===== config.mk =====
export PLATFORM = sky130hd
export DESIGN_NAME = video_edge_tracker
export DESIGN_NICKNAME = d
export VERILOG_FILES = /design/src/rtl/video_trk_pkg.sv /design/src/rtl/edge_sync_1b.sv /design/src/rtl/video_edge_tracker.sv
export SDC_FILE = /design/constraint.sdc
export NUM_CORES = 1
export LEC_CHECK = 0
export CORE_MARGIN = 2
export CORE_UTILIZATION = 59
export CTS_BUF_LIST = sky130_fd_sc_hd__clkbuf_2
export CTS_CLUSTER_SIZE = 20
export DETAILED_ROUTE_END_ITERATION = 12
export MAX_ROUTING_LAYER = met4
export PLACE_DENSITY = 0.88
export REMOVE_ABC_BUFFERS = 1
export SLEW_MARGIN = 30
export SYNTH_ARGS = -nofsm -noshare
export SYNTH_HDL_FRONTEND = slang
export SYNTH_HIERARCHICAL = 1
export SYNTH_SLANG_ARGS = --single-unit

===== constraint.sdc =====
create_clock -name clk -period 4.2 [get_ports clk]
set_input_delay 0.42 -clock clk [delete_from_list [all_inputs] [get_ports clk]]
set_output_delay 0.42 -clock clk [all_outputs]
set_load 0.05 [all_outputs]

===== src/rtl/video_trk_pkg.sv =====
// Shared constants for the video edge/frame tracker: channel roles and edge selects.
package video_trk_pkg;

  // Channel roles within ch_in; channels above CH_DE are generic flags.
  localparam int CH_VS = 0;
  localparam int CH_HS = 1;
  localparam int CH_DE = 2;

  // Edge selection for frame/line event generation.
  localparam int EDGE_FALL = 0;
  localparam int EDGE_RISE = 1;

endpackage


===== src/rtl/edge_sync_1b.sv =====
// Single-bit synchroniser chain with one-cycle rise/fall pulses.
// The chain has SYNC_STAGES+1 flops. The last flop is only a delay tap,
// used to compare against the synchronised level for edge detection.
module edge_sync_1b #(
  parameter int SYNC_STAGES = 2
) (
  input  logic clk,
  input  logic rst_n,
  input  logic din,
  output logic level,
  output logic rise,
  output logic fall
);

  logic [SYNC_STAGES:0] s_q;
  logic [SYNC_STAGES:0] s_d;

  // Shift the raw input into the chain by one stage per clock.
  always_comb begin
    s_d = {s_q[SYNC_STAGES-1:0], din};
  end

  // Chain register; cleared on async reset so no phantom edges follow reset.
  always_ff @(posedge clk or negedge rst_n) begin
    if (!rst_n) begin
      s_q <= '0;
    end else begin
      s_q <= s_d;
    end
  end

  assign level = s_q[SYNC_STAGES-1];
  assign rise  = s_q[SYNC_STAGES-1] & ~s_q[SYNC_STAGES];
  assign fall  = ~s_q[SYNC_STAGES-1] & s_q[SYNC_STAGES];

endmodule


===== src/rtl/video_edge_tracker.sv =====
// Video sync tracker: per-channel edge pulses, modulo frame counting,
// line/pixel position, and per-frame active width/height measurement.
module video_edge_tracker
  import video_trk_pkg::*;
#(
  parameter int NUM_CH      = 3,
  parameter int SYNC_STAGES = 2,
  parameter int FRAME_MOD   = 5,
  parameter int FRAME_CNT_W = 3,
  parameter int FRAME_EDGE  = 0,
  parameter int LINE_EDGE   = 1,
  parameter int H_W         = 12,
  parameter int V_W         = 11
) (
  input  logic                   clk,
  input  logic                   rst_n,
  input  logic                   clr,
  input  logic [NUM_CH-1:0]      ch_in,
  output logic [NUM_CH-1:0]      rise,
  output logic [NUM_CH-1:0]      fall,
  output logic                   frame_evt,
  output logic                   line_evt,
  output logic [FRAME_CNT_W-1:0] frame_cnt,
  output logic                   frame_sel,
  output logic [V_W-1:0]         line_cnt,
  output logic [H_W-1:0]         pix_cnt,
  output logic [H_W-1:0]         h_active,
  output logic [V_W-1:0]         v_active,
  output logic                   meas_valid
);

  localparam logic [H_W-1:0]         H_MAX    = {H_W{1'b1}};
  localparam logic [V_W-1:0]         V_MAX    = {V_W{1'b1}};
  localparam logic [FRAME_CNT_W-1:0] FRM_LAST = FRAME_CNT_W'(FRAME_MOD - 1);

  logic [NUM_CH-1:0] s_level;
  logic              de_s;
  logic              de_fall;
  logic              line_hold;
  logic              unused_level;

  logic [FRAME_CNT_W-1:0] frame_cnt_q, frame_cnt_d;
  logic                   frame_sel_q, frame_sel_d;
  logic [V_W-1:0]         line_cnt_q, line_cnt_d;
  logic [H_W-1:0]         pix_cnt_q, pix_cnt_d;
  logic [H_W-1:0]         h_active_q, h_active_d;
  logic [V_W-1:0]         v_active_q, v_active_d;
  logic [V_W-1:0]         v_acc_q, v_acc_d;
  logic                   line_has_de_q, line_has_de_d;
  logic                   first_frame_q, first_frame_d;
  logic                   meas_valid_q, meas_valid_d;

  for (genvar i = 0; i < NUM_CH; i++) begin : g_sync
    edge_sync_1b #(
      .SYNC_STAGES(SYNC_STAGES)
    ) u_sync (
      .clk  (clk),
      .rst_n(rst_n),
      .din  (ch_in[i]),
      .level(s_level[i]),
      .rise (rise[i]),
      .fall (fall[i])
    );
  end

  // Only the data-enable level is consumed; the other taps exist per channel.
  assign unused_level = ^s_level;

  assign frame_evt = (FRAME_EDGE == EDGE_RISE) ? rise[CH_VS] : fall[CH_VS];
  assign line_evt  = (LINE_EDGE == EDGE_RISE) ? rise[CH_HS] : fall[CH_HS];
  assign de_s      = s_level[CH_DE];
  assign de_fall   = fall[CH_DE];

  // The current line counts as active if de was seen earlier or is high now.
  assign line_hold = line_has_de_q | de_s;

  // Next-state for counters and measurements; clr discards all updates.
  always_comb begin
    frame_cnt_d   = frame_cnt_q;
    line_cnt_d    = line_cnt_q;
    pix_cnt_d     = pix_cnt_q;
    h_active_d    = h_active_q;
    v_active_d    = v_active_q;
    v_acc_d       = v_acc_q;
    line_has_de_d = line_has_de_q;
    first_frame_d = first_frame_q;
    meas_valid_d  = meas_valid_q;

    if (clr) begin
      frame_cnt_d   = '0;
      line_cnt_d    = '0;
      pix_cnt_d     = '0;
      h_active_d    = '0;
      v_active_d    = '0;
      v_acc_d       = '0;
      line_has_de_d = 1'b0;
      first_frame_d = 1'b0;
      meas_valid_d  = 1'b0;
    end else begin
      // Width is captured from the pre-update count so the falling edge's
      // own clear/increment does not disturb it.
      if (de_fall) begin
        h_active_d = pix_cnt_q;
      end

      if (frame_evt || line_evt) begin
        pix_cnt_d = H_W'(de_s);
      end else if (de_s && (pix_cnt_q != H_MAX)) begin
        pix_cnt_d = pix_cnt_q + H_W'(1);
      end

      if (frame_evt) begin
        line_cnt_d = '0;
      end else if (line_evt && (line_cnt_q != V_MAX)) begin
        line_cnt_d = line_cnt_q + V_W'(1);
      end

      if (frame_evt || line_evt) begin
        line_has_de_d = 1'b0;
      end else if (de_s) begin
        line_has_de_d = 1'b1;
      end

      if (frame_evt) begin
        v_acc_d    = '0;
        v_active_d = (line_hold && (v_acc_q != V_MAX)) ? v_acc_q + V_W'(1) : v_acc_q;
      end else if (line_evt && line_hold && (v_acc_q != V_MAX)) begin
        v_acc_d = v_acc_q + V_W'(1);
      end

      // The first frame after reset/clr is partial, so validity waits for
      // the second frame event.
      if (frame_evt) begin
        frame_cnt_d   = (frame_cnt_q == FRM_LAST) ? '0 : frame_cnt_q + FRAME_CNT_W'(1);
        first_frame_d = 1'b1;
        if (first_frame_q) begin
          meas_valid_d = 1'b1;
        end
      end
    end

    frame_sel_d = (frame_cnt_d == '0);
  end

  // Counter and measurement registers.
  always_ff @(posedge clk or negedge rst_n) begin
    if (!rst_n) begin
      frame_cnt_q   <= '0;
      frame_sel_q   <= 1'b1;
      line_cnt_q    <= '0;
      pix_cnt_q     <= '0;
      h_active_q    <= '0;
      v_active_q    <= '0;
      v_acc_q       <= '0;
      line_has_de_q <= 1'b0;
      first_frame_q <= 1'b0;
      meas_valid_q  <= 1'b0;
    end else begin
      frame_cnt_q   <= frame_cnt_d;
      frame_sel_q   <= frame_sel_d;
      line_cnt_q    <= line_cnt_d;
      pix_cnt_q     <= pix_cnt_d;
      h_active_q    <= h_active_d;
      v_active_q    <= v_active_d;
      v_acc_q       <= v_acc_d;
      line_has_de_q <= line_has_de_d;
      first_frame_q <= first_frame_d;
      meas_valid_q  <= meas_valid_d;
    end
  end

  assign frame_cnt  = frame_cnt_q;
  assign frame_sel  = frame_sel_q;
  assign line_cnt   = line_cnt_q;
  assign pix_cnt    = pix_cnt_q;
  assign h_active   = h_active_q;
  assign v_active   = v_active_q;
  assign meas_valid = meas_valid_q;

endmodule


* After elaboration in Yosys (flattened, before gate mapping)
Index checks and enable logic that the tools add are counted.
** Word-level totals
- ROM bits :: 0
- Word-level logic and storage cells :: 74
- Latch bits :: 0
- Bits in writable memories :: 0
- Input bits :: 6
- Register bits after elaboration :: 73
- Memories kept :: 0
** Cells by class
- Shifts and indexed selects :: 0
- Add/sub/neg operators :: 4
- Bitwise gates (word level) :: 13
- Reductions and logical operators :: 15
- Muxes and demuxes :: 25
- $lt $le $gt $ge :: 0
- Eq/ne operators :: 4
- Div/mod/pow operators :: 0
- $mul :: 0
** Operators with widths (count)
- $mux 11 :: 9
- $mux 12 :: 5
- $add 11x1->11 const B :: 2
- $ne 11x11->1 const B :: 2
- $add 12x1->12 const B :: 1
- $ne 12x12->1 const B :: 1
- $reduce_bool 3->1 :: 4
- $mux 3 :: 3
- $mux 1 :: 8
- $and 1x1->1 :: 6
- $not 1->1 :: 6
- $reduce_bool 2->1 :: 3
- $logic_and 1x1->1 :: 5
- $add 3x1->3 const B :: 1
- $eq 3x3->1 const B :: 1
- $logic_not 3->1 :: 1
- $reduce_and 2->1 :: 1
- $logic_or 1x1->1 :: 1
- $or 1x1->1 :: 1

* Depth between registers and ports, before layout
Gate-level depths: netlist of the first run.
- Depth after elaboration :: 7
- Gate-level depth with buffers :: 6

* Modules after synthesis
Netlist of the first run, hierarchy kept.
** By module, submodules not included
- video_edge_tracker :: cells an instance 349, area an instance 3318.2 um^2, seq. area each 1602.8 um^2, times used 1
- edge_sync_1b :: cells an instance 5, area an instance 90.1 um^2, seq. area each 75.1 um^2, times used 3

* Worst setup path after synthesis of the first run
No wires, ideal clock.
- Kind :: reg2reg
- Start point :: register g_sync[1].u_sync.s_q[2]
- End point :: register line_cnt_q[8] (netlist: line_cnt[8])
- Required time :: 4.122 ns
- Arrival time :: 2.321 ns
- Path slack :: 1.802 ns
- Buffers on the path :: 1
- Stages on the path, launching flop included :: 6
- Path through :: dfrtp_1 > nor2b_1 > clkbuf_1 > nand3_1 > or4_1 > a21oi_1
** Between the ends
- Cells in the longest elaborated chain, start to end :: 4
** RTL lines
- start: declaration :: line edge_sync_1b.sv:15 : logic [SYNC_STAGES:0] s_q;
- start signal: assignment :: line edge_sync_1b.sv:26 : s_q <= '0;
- start signal: assignment :: line edge_sync_1b.sv:28 : s_q <= s_d;
- $not 1->1 :: line edge_sync_1b.sv:33 : assign rise = s_q[SYNC_STAGES-1] & ~s_q[SYNC_STAGES];
- $and 1x1->1 :: line edge_sync_1b.sv:33
- named net line_evt :: line video_edge_tracker.sv:22 : output logic line_evt,
- $logic_and 1x1->1 :: line video_edge_tracker.sv:114 : end else if (line_evt && (line_cnt_q != V_MAX)) begin
- $reduce_bool 3->1 (no source line)
- end signal: assignment :: line video_edge_tracker.sv:161 : line_cnt_q <= line_cnt_d;
- end: declaration :: line video_edge_tracker.sv:44 : logic [V_W-1:0] line_cnt_q, line_cnt_d;
The timed path passes the listed nets, and every way through them passes these cells.
A chain may end at the register's enable or synchronous reset.

* Worst setup path in the final report of the first run
- Start point :: register g_sync[0].u_sync.s_q[1]
- End point :: output fall[0]
** Between the ends
- Cells in the longest elaborated chain, start to end :: 2
** RTL lines
- start: declaration :: line edge_sync_1b.sv:15
- start signal: assignment :: line edge_sync_1b.sv:26
- start signal: assignment :: line edge_sync_1b.sv:28
- $not 1->1 :: line edge_sync_1b.sv:34 : assign fall = ~s_q[SYNC_STAGES-1] & s_q[SYNC_STAGES];
- $and 1x1->1 :: line edge_sync_1b.sv:34
- end: declaration :: line video_edge_tracker.sv:20 : output logic [NUM_CH-1:0] fall,
Every way passes these cells.

==> results of run 1 <==
-- final timing paths --
path	start	end	cells past startpoint	slack (ps)
setup reg to reg	v_acc_q[0]	v_active[3]	5	1840
setup / recovery	g_sync[0].u_sync/s_q[1]	fall[0]	2	1290
hold reg to reg	g_sync[2].u_sync/s_q[0]	g_sync[2].u_sync/s_q[1]	0	380
hold / removal	ch_in[0]	g_sync[0].u_sync/s_q[0]	1	320
min in group asynchronous	rst_n	h_active[2]	2	430
max in group asynchronous	rst_n	frame_sel	3	2970
-- layer usage --
layer	vias to the layer above	routed length, um	track usage, %
li1	1448	-	-
met2	112	4100	43.1
met5	-	0	-
met1	1519	3610	37.2
met4	0	83	11.7
met3	9	408	4.07
-- power groups by stage --
stage / Sequential (W) / Clock (W) / Combinational [W]
floorplan: 0.000770 / 0 / 0.0000639
global route: 0.000733 / 0.000551 / 0.000171
finish: 0.000730 / 0.000511 / 0.000157
CTS: 0.000731 / 0.000519 / 0.000158
global placement: 0.000742 / 0 / 0.000154
detailed placement: 0.000743 / 0 / 0.000157
-- repair_timing --
item,in CTS,in global routing
setup endpoints to repair,0,0
hold buffers,1,0
setup buffers,0,0
hold endpoints to repair,45,0
resized for setup,0,0
-- logic make-up (layout without fill, tap and decap cells) --
| kind of cell | count (synthesis) | after routing | synth area share (%) |
|---|---|---|---|
| fa+ha+maj | 5 | 5 | 1.74 |
| compound gates | 86 | 86 | 16.2 |
| mux | 16 | 16 | 4.46 |
| flops | 73 | 73 | 50.9 |
| buf+inv | 34 | 96 | 4.18 |
| xor+xnor | 3 | 3 | 0.732 |
| simple gates | 147 | 147 | 21.7 |
-- through the flow --
stage / worst slack (ps) / power, W / cells / hold slack (ps) / util, %
4_1_cts: 1260 / 0.00141 / 501 / 285 / 75.0
3_5_place_dp: 1880 / 0.000900 / 484 / 339 / 72.0
2_1_floorplan: 357 / 0.000834 / 342 / 124 / -
3_3_place_gp: 1900 / 0.000896 / 484 / 333 / 72.0
6_report: 1290 / 0.00140 / 501 / 322 / 75.0
5_1_grt: 1130 / 0.00146 / 501 / 275 / 75.0
-- flip-flops by register name, indices dropped and copies added (netlist names), 3 cells and up --
signal	count
pix_cnt	12
g_sync.u_sync/s_q	9
frame_cnt	3
v_active	11
h_active	12
line_cnt	11
v_acc_q	11
-- placed cells by master (no fill, tap or decap), drive strengths merged, types with 5 or more instances in the layout --
cell	synthesis	final
dfrtp	72	72
clkdlybuf4s50	0	63
nor2	36	36
a21oi	31	31
nand2	27	27
mux2i	16	16
nand3	16	16
o21ai	16	16
inv	12	12
nor3	12	12
or3	11	11
clkbuf	11	9
and4	8	8
o31ai	8	8
nand4	6	6
and3	6	6
ha	5	5
-- layout make-up --
cell class	count	area, sq um	area share (%)
flip-flops and latches	73	1830	41.4
multi-input cells	257	1610	36.5
repair buffers	68	671	15.2
clock inverters	7	119	2.69
well taps	75	93.8	2.13
clock buffers	9	45.0	1.02
inverters	12	45.0	1.02
-- worst max-delay path, stage by stage (launching register included) --
cell	delay (ps)
dfrtp_1	430
and2b_2	610
clkdlybuf4s50_1	920
==> results.cfg, run 1 <==
[run_status]
status = completed

[floorplanning]
io_pins = 65
rows = 28
core_region_area_sq_um = 5890
chipHeight_um = 82.0
start_util_pct = 61.0
die_w_um = 82.0
dieArea_sq_um = 6720

[route]
wl_um = 8200
first_pass_iters = 7
route.vias.total = 3088
antenna_left = 0
drt_iter0_markers = 215
drcViolationCount = 0
vias_per_cell = 6.16
routed_wire_length_per_instance_um = 16.4

[placement]
dp_hpwl_um = 5540
dpl_cell_area_sq_um = 4240
port_buffers = 64
finalWeightedCongestion = 0.855

[global_routing]
grtUsageTotal_pct = 27.9
antenna_found_initial = 0
grt-ovfl-total = 0
grt_pass1_vias = 2931
grt_pass1_wl_um = 13800
grt_start_max_net_pins = 47

[logic_synthesis]
synth_commonest_cells = dfrtp_1, nor2_1, a21oi_1
synth_top_area_share_pct = 50.2
synth_cell_type_count = 54
yosysTopAreaCell = dfrtp_1
synthFlopType = dfrtp_1
synth_warnings = 6
synth-seq-area-share_pct = 50.9
synth_edf_count = 0
synth_area_leaders = dfrtp_1, mux2i_1, a21oi_1
syn_area_sq_um = 3590
synth.most_common_cell = dfrtp_1
synth_cells = 364
avgSynthCellArea_sq_um = 9.86
ys_ff_latch = 73
async_reset_ff_share_pct = 100

[timing]
setup_viol = 0
finalHoldViolCount = 0
fin_skew_ps = 22.2
slew_viol_final = 0
max_slew_margin_pct = 45.1
fmax_mhz = 344
worst_slew_pin_slew_ps = 821
tns_ps = 0
min_period_over_period_pct = 69.2
period_needed_ps = 2910
rsz0062_at_grt = no

[power_and_ir_drop]
p_leak_nw = 1.77
max-vdd-ir-drop_mv = 0.190
p_int_w = 0.00102
p_sw_w = 0.000377
powerDensity_nw_per_um2 = 317
power_frac_seq_pct = 52.2
clkPwrFrac_pct = 36.5
p_sw_share_pct = 26.9
combPwrFrac_pct = 11.2

[critical_path]
crit_type = reg -> out
required_ps = 3780
path_max_fanout = 34
end_kind = output port
cp-start-kind = register
cp.arrival_ps = 2490

[finish]
drive_above_1_share_pct = 8.92
fillers = 425
design_area_sq_um = 4410
fin_nets = 432
syn2layout_area_growth_pct = 22.9
antenna_cells = 0

[cts]
clk_pin_slew_worst_paths_ps = 210
clk_latency_ps = 500
clock_sinks = 73
numCtsBuffers = 9
tritoncts = done
root_buffer = clkbuf_2
cts_max_path_buffers = 2
htreeDepth = 3

[run]
drv_cap = 0

[worst_hold_path]
min_path_type = in -> reg
No activity file was read; power rests on OpenSTA's default activity.
==> inputs of run 2 (changes only) <==
Settings changed: CORE_UTILIZATION 59 to 54, PLACE_DENSITY 0.88 to 0.82.
Clock period 4.2 ns to 2.9 ns, I/O delays scaled along.
==> run 2 against run 1 <==
Effect of this change:
- combinational power is 47% higher
- via count is 0.16% lower
- first-iteration DRC count fell by 27%
- clock power up 14%
- sequential share of layout area rose by 0.14 points
- non-clock buffer count grew 3
- sequential cell count unchanged
- cell area is 0.34% lower
- power increased by 34%
- worst setup slack worse by 1100 ps
- cell count rose by 1.0%
- critical path depth unchanged
- largest power group unchanged
==> results.cfg, run 2 (synthesis gave the netlist of run 1 again) <==
[global_routing]
grt-ovfl-total = 0
grt_start_max_net_pins = 38
grtUsageTotal_pct = 24.1
grt_pass1_vias = 2869
grt_pass1_wl_um = 13500
antenna_found_initial = 0

[critical_path]
cp.depth = 2
rr_worst_depth = 5
critical_path_buf_inv_count = 1
cp.arrival_ps = 2380
crit_type = reg -> out
critical_path.endpoint = fall[0]
end_kind = output port
crit_chain = and2b_2 > clkdlybuf4s50_1
critPathTopFamily = buffers and inverters
path_max_fanout = 25
cp_slowest_stage_delay_ps = 900
crit_path_start = g_sync[0].u_sync/s_q[1]
r2r_slack_ps = 590
cp-start-kind = register
required_ps = 2610
rr_startpoint = v_acc_q[0]
timing.rr.end = v_active[3]
crit_slowest_cell = clkdlybuf4s50_1

[route]
drcViolationCount = 0
routed_wire_length_per_instance_um = 16.0
antenna_left = 0
first_pass_iters = 7
drt_iter0_markers = 157
wl_um = 8080
vias_per_cell = 6.09
route.vias.total = 3083

[run_status]
status = completed

[timing]
period_needed_ps = 2670
slew_viol_final = 0
min_period_over_period_pct = 92.1
setup_viol = 0
finalHoldViolCount = 0
worst_slew_pin_slew_ps = 844
max_slew_margin_pct = 43.7
fin_skew_ps = 37.9
rsz0062_at_grt = no
fmax_mhz = 374

[finish]
final_common_cell = dfrtp_1
layout_common_cells = dfrtp_1, clkdlybuf4s50_1, nor2_1, a21oi_1, nand2_1
syn2layout_area_growth_pct = 22.5
final_cells = 506
drive_above_1_share_pct = 10.3
fin_nets = 435
antenna_cells = 0

[cts]
htreeDepth = 3
clk_latency_ps = 540
clk_pin_slew_worst_paths_ps = 240
cts_max_path_buffers = 2
clock_sinks = 73
tritoncts = done
numCtsBuffers = 9
root_buffer = clkbuf_2

[placement]
dp_hpwl_um = 5530
finalWeightedCongestion = 0.884
dp_cells = 489
port_buffers = 64

[worst_hold_path]
min_path_type = in -> reg

[run]
drv_cap = 0

[floorplanning]
io_pins = 65
dieArea_sq_um = 7310
die_w_um = 85.5
rows = 29
chipHeight_um = 85.5
start_util_pct = 56.2
core_region_area_sq_um = 6390

[power_and_ir_drop]
powerDensity_nw_per_um2 = 426
p_total_w = 0.00187
max-vdd-ir-drop_mv = 0.299
p_leak_nw = 1.77
## run 2: changes by cell type in the layout (fill, tap and decap cells not counted), sizes merged
cell           change
clkdlybuf4s50      -2
clkbuf             +1
bufinv             -2
buf                +5
clkinv             -2
clkinvlp           +3
## run 2: worst register-to-register path, cell delays in order (launching register included)
cell and delay (ps):
dfrtp_1 480, ha_1 290, nand3_2 180, o41ai_4 820
o21ai_0 190, a311oi_1 280
## run 2: power by group
| group | leakage [nW] | internal [W] | switching [W] |
|---|---|---|---|
| clock network | 0.0604 | 0.000202 | 0.000384 |
| logic | 0.718 | 0.0000722 | 0.000159 |
| registers | 0.987 | 0.00104 | 0.0000177 |
| total | 1.77 | 0.00131 | 0.000560 |
## run 2: cell type report
cell class | count | area (sq um)
multi-input cells | 257 | 1610
inverters | 12 | 45.0
clock buffers | 10 | 50.0
well taps | 77 | 96.3
fillers | 514 | 1990
clock inverters | 6 | 68.8
flip-flops and latches | 73 | 1830
repair buffers | 71 | 698
## run 2: timing repair
action	4_1_cts	5_1_grt
gates resized for setup	0	0
buffers inserted	0	0
hold buffers	1	0
hold endpoints to repair	35	0
## run 2: worst min-delay path by stage
stage | from | endpoint | slack, ps | depth (start not counted)
2_1_floorplan | rst_n | first_frame_q | -6 | 0
3_3_place_gp | g_sync[0].u_sync/s_q[0] | g_sync[0].u_sync/s_q[1] | 330 | 0
3_5_place_dp | g_sync[2].u_sync/s_q[0] | g_sync[2].u_sync/s_q[1] | 340 | 0
4_1_cts | ch_in[1] | g_sync[1].u_sync/s_q[0] | 130 | 1
5_1_grt | ch_in[1] | g_sync[1].u_sync/s_q[0] | 100 | 1
6_report | ch_in[1] | g_sync[1].u_sync/s_q[0] | 150 | 1
## run 2: metrics by stage
stage	setup WS (ps)	hold slack [ps]	utilization [%]	area, sq um	TNS [ps]
2_1_floorplan	-943	-5.59	-	3480	-14520
3_3_place_gp	746	332	66.8	4270	0
3_5_place_dp	687	342	66.8	4270	0
4_1_cts	198	128	68.8	4400	0
5_1_grt	99.4	97.6	68.8	4400	0
6_report	229	146	68.8	4400	0
## run 2: layer usage
metal / wire length (um) / part of all wire, % / global-route usage [%]
met5: 0 / 0 / -
met4: 160 / 2.0 / 10.4
met3: 421 / 5.2 / 3.85
met2: 3760 / 47 / 37.2
met1: 3740 / 46 / 31.9
